===== src/rtl/cell_plot_pkg.sv =====
// cell_plot_pkg: shared widths, colours, FSM state and update record for cell_plot_queue
package cell_plot_pkg;
  localparam int X_W = 8;
  localparam int Y_W = 7;
  localparam int COLOUR_W = 3;
  localparam int GRID_W_DEF = 160;
  localparam int GRID_H_DEF = 120;
  localparam logic [COLOUR_W-1:0] ALIVE_C = 3'b111;
  localparam logic [COLOUR_W-1:0] DEAD_C = 3'b000;
  typedef enum logic [1:0] {IDLE, CLEAR, DRAIN} state_t;
  typedef struct packed {
    logic [X_W-1:0] x;
    logic [Y_W-1:0] y;
    logic           alive;
  } update_t;
endpackage


===== src/rtl/plot_fifo.sv =====
// plot_fifo: synchronous FIFO of cell updates
// Ports: clock, reset_n (async active-low, pointers only), push/din, pop/dout (first-word
// fall-through), full, empty, count (occupancy).
module plot_fifo
  import cell_plot_pkg::*;
#(
  parameter int DEPTH = 16
) (
  input  logic                     clock,
  input  logic                     reset_n,
  input  logic                     push,
  input  logic                     pop,
  input  update_t                  din,
  output update_t                  dout,
  output logic                     full,
  output logic                     empty,
  output logic [$clog2(DEPTH):0]   count
);
  localparam int AW = $clog2(DEPTH);
  update_t mem [DEPTH];
  logic [AW:0] wp, rp;
  always_ff @(posedge clock or negedge reset_n)
    if (!reset_n) begin
      wp <= '0;
      rp <= '0;
    end else begin
      wp <= wp + {{AW{1'b0}}, push};
      rp <= rp + {{AW{1'b0}}, pop};
    end
  always_ff @(posedge clock)
    if (push) mem[wp[AW-1:0]] <= din;
  assign dout  = mem[rp[AW-1:0]];
  assign count = wp - rp;
  assign full  = count == (AW+1)'(DEPTH);
  assign empty = count == '0;
endmodule


===== src/rtl/cell_plot_queue.sv =====
// cell_plot_queue: buffers cell updates and feeds vga_adapter one pixel per clock, with clear sweep
// Ports: clock, reset_n (async active-low); in_valid/in_ready/in_x/in_y/in_alive update input;
// clear_req screen-clear pulse; busy, range_err (sticky), fill status; x/y/colour/plot to vga_adapter.
// Build option: define CELL_PLOT_CLEAR_ON_RESET_EN to start a clear sweep automatically after reset.
module cell_plot_queue
  import cell_plot_pkg::*;
#(
  parameter int                    FIFO_DEPTH   = 16,
  parameter logic [COLOUR_W-1:0]   ALIVE_COLOUR = ALIVE_C,
  parameter logic [COLOUR_W-1:0]   DEAD_COLOUR  = DEAD_C,
  parameter int                    GRID_W       = GRID_W_DEF,
  parameter int                    GRID_H       = GRID_H_DEF
) (
  input  logic                          clock,
  input  logic                          reset_n,
  input  logic                          in_valid,
  output logic                          in_ready,
  input  logic [X_W-1:0]                in_x,
  input  logic [Y_W-1:0]                in_y,
  input  logic                          in_alive,
  input  logic                          clear_req,
  output logic                          busy,
  output logic                          range_err,
  output logic [$clog2(FIFO_DEPTH):0]   fill,
  output logic [X_W-1:0]                x,
  output logic [Y_W-1:0]                y,
  output logic [COLOUR_W-1:0]           colour,
  output logic                          plot
);
  localparam int CW = $clog2(FIFO_DEPTH) + 1;
  localparam logic [X_W-1:0] XMAX = X_W'(GRID_W - 1);
  localparam logic [Y_W-1:0] YMAX = Y_W'(GRID_H - 1);
`ifdef CELL_PLOT_CLEAR_ON_RESET_EN
  localparam logic PEND_RST = 1'b1;
`else
  localparam logic PEND_RST = 1'b0;
`endif
  state_t state, nxt;
  update_t head;
  logic full, empty, push, pop, in_range, accept, pend, last_px, row_end, drain_done;
  logic [X_W-1:0] cx;
  logic [Y_W-1:0] cy;
  plot_fifo #(.DEPTH(FIFO_DEPTH)) u_fifo (
    .clock(clock), .reset_n(reset_n), .push(push), .pop(pop),
    .din('{x: in_x, y: in_y, alive: in_alive}), .dout(head),
    .full(full), .empty(empty), .count(fill)
  );
  assign in_ready   = !full;
  assign accept     = in_valid && in_ready;
  assign in_range   = in_x <= XMAX && in_y <= YMAX;
  // out-of-range updates are consumed but never stored
  assign push       = accept && in_range;
  assign pop        = state == DRAIN && !empty;
  assign row_end    = cx == XMAX;
  assign last_px    = row_end && cy == YMAX;
  // leave DRAIN in the same edge that pops the final entry
  assign drain_done = fill <= CW'(1) && !push;
  assign busy       = state != IDLE || !empty || pend;
  always_comb
    nxt = state == IDLE  ? ((clear_req || pend) ? CLEAR : (!empty ? DRAIN : IDLE)) :
          state == CLEAR ? (last_px ? (!empty ? DRAIN : IDLE) : CLEAR) :
                           (drain_done ? IDLE : DRAIN);
  always_ff @(posedge clock or negedge reset_n)
    if (!reset_n) begin
      state     <= IDLE;
      pend      <= PEND_RST;
      range_err <= 1'b0;
      cx        <= '0;
      cy        <= '0;
      x         <= '0;
      y         <= '0;
      colour    <= '0;
      plot      <= 1'b0;
    end else begin
      state     <= nxt;
      // a clear arriving mid-drain waits until queued updates are plotted
      pend      <= nxt == CLEAR ? 1'b0 : pend || (clear_req && state == DRAIN);
      range_err <= range_err || (accept && !in_range);
      cx        <= state != CLEAR || row_end ? '0 : cx + 1'b1;
      cy        <= state != CLEAR || last_px ? '0 : (row_end ? cy + 1'b1 : cy);
      plot      <= pop || state == CLEAR;
      if (pop) begin
        x      <= head.x;
        y      <= head.y;
        colour <= head.alive ? ALIVE_COLOUR : DEAD_COLOUR;
      end else if (state == CLEAR) begin
        x      <= cx;
        y      <= cy;
        colour <= DEAD_COLOUR;
      end
    end
endmodule

===== config.mk =====
export PLATFORM = sky130hd
export DESIGN_NAME = cell_plot_queue
export DESIGN_NICKNAME = d
export VERILOG_FILES = /design/src/rtl/cell_plot_pkg.sv /design/src/rtl/plot_fifo.sv /design/src/rtl/cell_plot_queue.sv
export SDC_FILE = /design/constraint.sdc
export NUM_CORES = 1
export LEC_CHECK = 0
export CAP_MARGIN = 20
export CORE_AREA = 2 2 206 208
export CTS_CLUSTER_SIZE = 10
export DETAILED_ROUTE_END_ITERATION = 8
export DIE_AREA = 0 0 208 210
export HOLD_SLACK_MARGIN = 0.1
export PLACE_DENSITY = 0.51
export SLEW_MARGIN = 20
export SYNTH_ARGS = -nofsm -noshare
export SYNTH_HDL_FRONTEND = slang
export SYNTH_SLANG_ARGS = --single-unit

===== constraint.sdc =====
create_clock -name clock -period 6 [get_ports clock]
set_input_delay 1.5 -clock clock [delete_from_list [all_inputs] [get_ports clock]]
set_output_delay 1.5 -clock clock [all_outputs]
set_load 0.01 [all_outputs]

======== After elaboration in Yosys (flattened, before gate mapping) ========
Memory sizes are Yosys's and may differ from the RTL's.
Index checks and enable logic that the tools add are counted.
word-level totals
  register bits after elaboration ......... 48
  latch bits .............................. 0
  bits in writable memories ............... 256
  bits in read-only memories .............. 0
  input bits .............................. 20
  output and inout bits ................... 27
  word-level logic and storage cells ...... 71
  memories kept ........................... 1
memories
  memory      words  width  read ports  clocked after Yosys merged registers in  write ports  RTL line         RTL
  u_fifo.mem  16     16     1           0                                        1            plot_fifo.sv:20  update_t mem [DEPTH];
cells by class
  add/sub/neg operators ................... 5
  multipliers ............................. 0
  divide/modulo/power cells ............... 0
  $lt $le $gt $ge ......................... 3
  equal/unequal tests ..................... 7
  shift-type cells ........................ 0
  mux-type cells .......................... 19
  bitwise logic cells ..................... 0
  reduce and logical (&&, ||, !) cells .... 25
operator list
  cell                                                             count
  two-way mux 7 bit                                                4
  two-way mux 8 bit                                                3
  two-way mux 2 bit                                                6
  adder 5 x 1 -> 5 bit                                             2
  two-way mux 3 bit                                                3
  adder 8 x 1 -> 8 bit (second input constant)                     1
  == test 8 bit (second input constant)                            1
  less-or-equal comparator 8 bit (second input constant)           1
  logical AND 1 bit                                                8
  logical OR 1 bit                                                 8
  adder 7 x 1 -> 7 bit (second input constant)                     1
  == test 7 bit (second input constant)                            1
  less-or-equal comparator 7 bit (second input constant)           1
  nonzero test 2 bit                                               3
  == test 5 bit (second input constant)                            1
  less-or-equal comparator 5 x 1 -> 1 bit (second input constant)  1
  logical NOT 5 bit                                                1
  subtractor 5 bit                                                 1
  == test 2 x 1 -> 1 bit (second input constant)                   2
  logical NOT 1 bit                                                4
  two-way mux 1 bit                                                3
  == test 2 bit (second input constant)                            1
  logical NOT 2 bit                                                1
  != test 2 x 1 -> 1 bit (second input constant)                   1

======== Logic depth before layout (Yosys ltp) ========
Gate-level depths: netlist of run 1.
  word-level depth ........................ 12
  depth in mapped cells ................... 14
  gate-level depth less buffers ........... 13

======== By module ========
From an unflattened synthesis of run 1, not the netlist that was laid out.
second synthesis, totals
  cell total of the unflattened synthesis .. 715
  area, all modules ....................... 12295.5 um^2
by module, submodules not included
  module           times used  cells each  area each (um^2)  seq. area each (um^2)
  plot_fifo        1           541         10602.7           7937.6
  cell_plot_queue  1           174         1692.9            900.9

======== Worst setup path before layout of run 1 ========
No wires, ideal clock.
  path kind ............................... reg2reg
  start ................................... reg u_fifo.rp[1]
  end ..................................... mem u_fifo.mem[0][0] (netlist name) (enable)
  library setup time ...................... 0.436 ns
  arrival time ............................ 3.763 ns
  required time ........................... 5.564 ns
  slack ................................... 1.801 ns
  stages on the path, launching flop included .. 10
  path buffers ............................ 2
  clock period less this slack ............ 4.199 ns
  cell sequence ........................... dfrtp_1 -> buf_2 -> buf_1 -> inv_1 -> ha_1 -> nand2_1 -> o21ai_1 -> mux2_2 -> o21ai_2 -> nor4b_1
between the ends
  cells in the longest elaborated chain, start to end .. 7
RTL lines
  item                                     RTL line               RTL
  start, declared                          plot_fifo.sv:21        logic [AW:0] wp, rp;
  start signal, assigned                   plot_fifo.sv:28        rp <= rp + {{AW{1'b0}}, pop};
  subtractor 5 bit                         plot_fifo.sv:33        assign count = wp - rp;
  == test 5 bit                            plot_fifo.sv:34        assign full = count == (AW+1)'(DEPTH);
  logical NOT 1 bit                        cell_plot_queue.sv:48  assign in_ready = !full;
  logical AND 1 bit                        cell_plot_queue.sv:49  assign accept = in_valid && in_ready;
  logical AND 1 bit                        cell_plot_queue.sv:52  assign push = accept && in_range;
  two-way mux 1 bit                        plot_fifo.sv:31        if (push) mem[wp[AW-1:0]] <= din;
  two-way mux 1 bit (implied by the code)  plot_fifo.sv:31
  end, declared                            plot_fifo.sv:20
Every way passes these cells.

======== Worst setup path in the final report of run 1 ========
  start ................................... reg u_fifo.rp[0]
  end ..................................... out busy
between the ends
  cells in the longest elaborated chain, start to end .. 5
RTL lines
  item                            RTL line               RTL
  subtractor 5 bit                plot_fifo.sv:33
  logical NOT 5 bit               plot_fifo.sv:35        assign empty = count == '0;
  logical NOT 1 bit               --
  logical OR 1 bit (2 in series)  cell_plot_queue.sv:58  assign busy = state != IDLE || !empty || pend;
  end, declared                   cell_plot_queue.sv:22  output logic busy,
Every way passes these cells.

==> results of run 1 <==
[registers in the layout, summed over array words and instances (netlist names)]
| signal | flops |
|---|---|
| u_fifo.mem | 256 |
| cx | 8 |
| x | 8 |
| cy | 7 |
| y | 7 |
| u_fifo.rp | 5 |
| u_fifo.wp | 5 |
| state | 2 |
| colour | 1 |
| pend | 1 |
| plot | 1 |
| range_err | 1 |
[synth_stat cells, drive strengths merged (2+ instances only)]
master | instances | share of area
o41ai | 2 | 0.0014
nand4 | 20 | 0.010
nand2b | 4 | 0.0020
mux4 | 64 | 0.12
nand3b | 2 | 0.0012
buf | 15 | 0.0072
nand3 | 9 | 0.0037
nor4b | 2 | 0.0014
a21o | 2 | 0.0012
edfxtp | 256 | 0.63
nor3 | 11 | 0.0045
o21ai | 7 | 0.0032
xor2 | 12 | 0.0098
ha | 10 | 0.010
inv | 17 | 0.0052
xnor2 | 8 | 0.0057
o211ai | 16 | 0.014
and3 | 3 | 0.0015
nand2 | 16 | 0.0049
a41oi | 2 | 0.0014
dfrtp | 46 | 0.094
a21oi | 21 | 0.0089
nor2 | 38 | 0.012
nor4 | 7 | 0.0041
o21a | 15 | 0.0092
clkbuf | 22 | 0.0067
a22o | 32 | 0.023
[final cells by class]
cell class	instances	area (sq um)	area share
multi-input cells	314	3260	0.222
well taps	539	674	0.0459
clock buffers	48	1010	0.0687
clock inverters	5	77.6	0.00528
inverters	17	63.8	0.00435
flip-flops and latches	302	8840	0.602
repair buffers	86	756	0.0515
[through the flow]
step                hold WS [ps]   util
finish                       478  0.354
global route                 504  0.354
detailed placement           470  0.328
floorplan                    468      -
global placement             453  0.328
CTS                          483  0.354
[final timing paths]
| path | start | end | slack, ps | cells after the start |
|---|---|---|---|---|
| setup reg to reg | u_fifo.rp[0]$_DFF_PN0_ | u_fifo.wp[4]$_DFF_PN0_ | 2120 | 11 |
| hold reg to reg | range_err$_DFF_PN0_ | range_err$_DFF_PN0_ | 480 | 1 |
| max in group asynchronous | reset_n | u_fifo.rp[0]$_DFF_PN0_ | 4470 | 2 |
| setup / recovery | u_fifo.rp[0]$_DFF_PN0_ | busy | 1000 | 10 |
| min in group asynchronous | reset_n | cx[3]$_DFF_PN0_ | 1060 | 2 |
| hold / removal | range_err$_DFF_PN0_ | range_err$_DFF_PN0_ | 480 | 1 |
[layer usage]
layer,vias to the layer above,part of all wire
li1,2872,-
met1,3316,0.48
met2,142,0.45
met3,43,0.048
met4,0,0.021
met5,-,0
[cells by family after synthesis]
group,share of synthesized area
compound gates,0.0639
xor+xnor,0.0155
fa+ha+maj,0.0119
buf+inv,0.0191
flops,0.722
mux,0.120
simple gates,0.0481
[power groups by stage]
stage	registers [mW]	clock network [mW]	logic [mW]
after floorplan	2.65	0	1.65
after global placement	2.77	0	2.43
after detailed placement	2.77	0	2.45
after CTS	2.73	2.10	2.46
after global routing	2.76	2.17	2.61
final	2.72	2.04	2.42
==> flow_metrics.py, run 1 <==
metrics = {
    "final_layout": {
        "drive_gt1_frac": 0.241,
        "final_common_cell": "edfxtp_1",
        "final_cell_mix": "256 x edfxtp_1, 64 x mux4_2, 45 x clkdlybuf4s50_1",
        "fin_cells": 1311,
        "design_area_sq_um": 14700,
        "fillers": 3917,
        "syn2layout_area_growth_pct": 19.9,
        "nets": 789,
        "insertedDiodeCount": 0,
    },
    "grt": {
        "grt_max_degree": 67,
        "met3_usage": 0.0255,
        "grt_use_met1": 0.183,
        "antenna_found_initial": 0,
        "gr-max-usage-layer": "met2",
        "overflow": 0,
        "grt_pass1_wl_um": 41800,
        "track_usage": 0.127,
        "globalRouteMet2Util": 0.194,
        "first_global_vias": 6566,
    },
    "floorplan": {
        "coreArea_sq_um": 41500,
        "rows": 75,
        "die_h_um": 210,
        "dieArea_sq_um": 43700,
        "die-width_um": 208,
        "initial_utilization": 0.295,
        "pin_count": 47,
    },
    "setup_path": {
        "worstPathRequired_ps": 4500,
        "path_cells": "ha_1 > fa_1 > nand2b_1 > a21oi_2 > xor2_2 > buf_4 > inv_2 > nor2_1 > nand3b_1 > clkdlybuf4s50_1",
        "cp_slowest_cell": "dfrtp_4",
        "cp.arrival_ps": 3500,
        "endpoint_kind": "output pin",
        "crit_type": "reg -> out",
        "critPathMaxFanout": 25,
        "critical-path-top-delay-family": "buffers and inverters",
        "cpPeakStageDelay_ps": 680,
        "critPathLaunchType": "register",
        "path_buf_inv": 3,
    },
    "clock_network": {
        "cts_buffers": 37,
        "hold_buffers": 0,
        "htree_levels": 2,
        "clk_latency_ps": 530,
        "postCtsSetupRepairBufs": 0,
        "cts_max_path_buffers": 3,
        "clkTransAtPathRegs_ps": 50,
        "clock_sinks": 302,
        "cts_root_buf": "clkbuf_16",
        "cts_resized": 0,
        "tritoncts": "built",
    },
    "sta": {
        "fin_setup_tns_ps": 0,
        "slew_violations": 0,
        "setup_viol": 0,
        "rsz0062_at_grt": "false",
        "skew_ps": 14.2,
        "hold_viol": 0,
        "slew-limit-headroom": 0.320,
        "period_share": 0.834,
        "setup_slack_ps": 997,
        "fin_crit_ps": 5000,
        "tightest_slew_ps": 1020,
        "fmaxAchievable_ghz": 0.200,
    },
    "run": {
        "cap_violations": 0,
    },
    "pwr": {
        "p_leak_nw": 4.88,
        "power_switching_mw": 2.37,
        "cellPowerDensity_nw_per_um2": 489,
        "netSwitchingFraction": 0.331,
        "power_frac_comb": 0.337,
        "clockPowerShare": 0.284,
        "vdd_drop_max_mv": 0.293,
        "p_int_mw": 4.80,
        "totalPowerFinal_mw": 7.18,
        "seq_power_share": 0.379,
    },
    "route": {
        "viasPerCell": 4.86,
        "num_vias": 6373,
        "drc": 0,
        "drt_iter0_drc": 474,
        "first_pass_iters": 5,
        "drtAntennaViolNets": 0,
        "wire_per_inst_um": 21.0,
        "wl_um": 27500,
    },
    "place": {
        "numPortBuffers": 46,
        "gp_congestion": 0.810,
        "dp_slack_ps": 1520,
        "dp_hpwl_um": 17100,
        "dp_cells": 1258,
        "dpl-instance-area_sq_um": 13600,
    },
    "logic_synthesis": {
        "synth.distinct_cells": 49,
        "syn_avg_cell_area_sq_um": 18.3,
        "syn_inst": 670,
        "synth_nets": 701,
        "synth-seq-cells": 302,
        "seq_area_frac_synth": 0.722,
        "async_reset_ff_frac": 0.152,
        "yosysWarnings": 0,
        "ys.flop_type": "edfxtp_1",
        "netlist_area_sq_um": 12200,
        "synth_edf_count": 256,
    },
    "worst_hold_path": {
        "worstHoldPathType": "reg -> reg",
    },
    "status": {
        "status": "finished, final reports clean",
    },
}
Note: power is estimated with default switching activity, not from simulation.
==> run 2, diff against run 1 <==
- PLACE_DENSITY: 0.51 -> 0.52
- clock period: 6 -> 4.1 ns (I/O delays scaled with it)
==> flow_metrics.py, run 2 (same netlist as run 1, synthesis figures left out) <==
metrics = {
    "status": {
        "status": "finished, final reports clean",
    },
    "grt": {
        "overflow": 0,
        "antenna_found_initial": 0,
        "first_global_vias": 6564,
        "track_usage": 0.130,
        "grt_max_degree": 48,
        "grt_pass1_wl_um": 42300,
    },
    "pwr": {
        "totalPowerFinal_mw": 10.5,
        "p_int_mw": 6.96,
        "vdd_drop_max_mv": 0.482,
        "seq_power_share": 0.371,
        "power_frac_comb": 0.362,
        "clockPowerShare": 0.267,
        "netSwitchingFraction": 0.337,
        "power_switching_mw": 3.53,
        "p_leak_nw": 4.90,
        "cellPowerDensity_nw_per_um2": 712,
    },
    "setup_path": {
        "cp_slowest_cell": "clkdlybuf4s50_1",
        "endpoint_kind": "output pin",
        "critPathLaunchType": "register",
        "critical-path-top-delay-family": "buffers and inverters",
        "timing.rr.start": "u_fifo.rp[0]$_DFF_PN0_",
        "critPathMaxFanout": 5,
        "path_cells": "ha_1 > fa_2 > nand2b_1 > a21oi_2 > xor2_2 > inv_2 > nand2_1 > clkdlybuf4s50_1",
        "path_buf_inv": 2,
        "r2r_cells": 10,
        "cp.arrival_ps": 2890,
        "rr_endpoint": "u_fifo.wp[2]$_DFF_PN0_",
        "regToRegSetupSlack_ps": 590,
        "worstPathRequired_ps": 3070,
        "crit_type": "reg -> out",
        "cpPeakStageDelay_ps": 550,
    },
    "clock_network": {
        "cts_buffers": 36,
        "clock_sinks": 302,
        "cts_max_path_buffers": 3,
        "clkTransAtPathRegs_ps": 60,
        "tritoncts": "built",
        "hold_buffers": 0,
        "cts_root_buf": "clkbuf_16",
        "htree_levels": 2,
        "clk_latency_ps": 520,
    },
    "final_layout": {
        "final_cell_mix": "256 x edfxtp_1, 64 x mux4_2, 48 x buf_4",
        "largest_reg_flops": 256,
        "final_common_cell": "edfxtp_1",
        "fin_cells": 1317,
        "nets": 798,
        "utilization": 0.355,
        "drive_gt1_frac": 0.253,
        "syn2layout_area_growth_pct": 20.3,
        "insertedDiodeCount": 0,
    },
    "floorplan": {
        "coreArea_sq_um": 41500,
        "pin_count": 47,
        "die_h_um": 210,
        "dieArea_sq_um": 43700,
        "initial_utilization": 0.295,
        "rows": 75,
        "die-width_um": 208,
    },
    "sta": {
        "setup_viol": 0,
        "slew_violations": 0,
        "rsz0062_at_grt": "false",
        "fin_setup_tns_ps": 0,
        "slew-limit-headroom": 0.266,
        "tightest_slew_ps": 1100,
        "period_share": 0.954,
        "fin_crit_ps": 3910,
        "skew_ps": 15.1,
        "hold_viol": 0,
        "fmaxAchievable_ghz": 0.256,
    },
    "route": {
        "num_vias": 6385,
        "drt_iter0_drc": 480,
        "viasPerCell": 4.85,
        "wire_per_inst_um": 21.6,
        "drc": 0,
        "wl_um": 28500,
        "first_pass_iters": 4,
        "drtAntennaViolNets": 0,
    },
    "worst_hold_path": {
        "min-delay-start": "range_err$_DFF_PN0_",
        "worstHoldEndpoint": "range_err$_DFF_PN0_",
        "hold_depth": 1,
        "worstHoldPathType": "reg -> reg",
    },
    "place": {
        "dp_hpwl_um": 17600,
        "numPortBuffers": 46,
        "dp_cells": 1267,
        "gp_congestion": 0.819,
    },
    "run": {
        "cap_violations": 0,
    },
}
-- run 2: cell types whose count changed in the layout (fill, tap and decap cells not counted), sizes merged --
cell / previous run / this run
buf: 41 / 51
clkinvlp: 1 / 0
inv: 18 / 19
dlymetal6s2s: 0 / 1
clkbuf: 48 / 45
clkdlybuf4s50: 45 / 44
bufinv: 1 / 0
-- run 2: area by class of cell --
cell class	count	area [sq um]
fill	3913	26700
sequential	302	8840
multi-input combinational	314	3290
clock buffer	45	956
timing repair buffer	96	858
tap	539	674
inverter	17	63.8
clock inverter	4	47.5
-- run 2: power groups by stage --
stage / logic (mW) / registers (mW) / clock network, mW
after global routing: 4.13 / 3.92 / 2.99
after detailed placement: 3.81 / 3.95 / 0
after floorplan: 2.41 / 3.88 / 0
after CTS: 3.87 / 3.89 / 2.89
after global placement: 3.79 / 3.94 / 0
final: 3.80 / 3.89 / 2.80
-- run 2: repair_timing --
| action | 4_1_cts | 5_1_grt |
|---|---|---|
| pin swaps | 1 | 0 |
| hold endpoints to repair | 0 | 0 |
| setup buffers | 1 | 0 |
| setup endpoints to repair | 1 | 1 |
| resized for setup | 4 | 2 |
-- run 2: worst register-to-register path, cell delays in order (launching register included) --
cell and delay [ps]:
dfrtp_4 470, ha_1 250, fa_2 390, xor2_2 210
nand4b_1 160, mux2_2 340, o21ai_2 850, inv_1 110
ha_1 240, ha_1 210, xor2_1 160
-- run 2: worst max-delay path by stage --
stage | start | endpoint | slack [ps] | cells past startpoint
final | u_fifo.rp[0]$_DFF_PN0_ | in_ready | 190 | 8
after global routing | u_fifo.rp[0]$_DFF_PN0_ | in_ready | 90 | 8
after CTS | u_fifo.wp[2]$_DFF_PN0_ | busy | 8 | 7
after detailed placement | u_fifo.wp[1]$_DFF_PN0_ | busy | 360 | 8
after global placement | u_fifo.wp[1]$_DFF_PN0_ | busy | 450 | 8
after floorplan | u_fifo.rp[1]$_DFF_PN0_ | u_fifo.mem[1][0]$_DFFE_PP_ | 30 | 9
-- run 2: per-stage QoR --
step	setup slack, ps	hold slack (ps)	instance area (sq um)
floorplan	33.6	468	12300
global placement	449	454	13700
detailed placement	363	455	13700
CTS	7.73	469	14700
global route	89.2	501	14700
finish	189	464	14700
-- run 2: per-layer routing --
layer / share of wire / vias up / track usage
met4: 0.019 / 0 / 0.0345
met5: 0 / - / 0
li1: - / 2897 / -
met3: 0.049 / 44 / 0.0246
met2: 0.47 / 139 / 0.209
met1: 0.46 / 3305 / 0.182
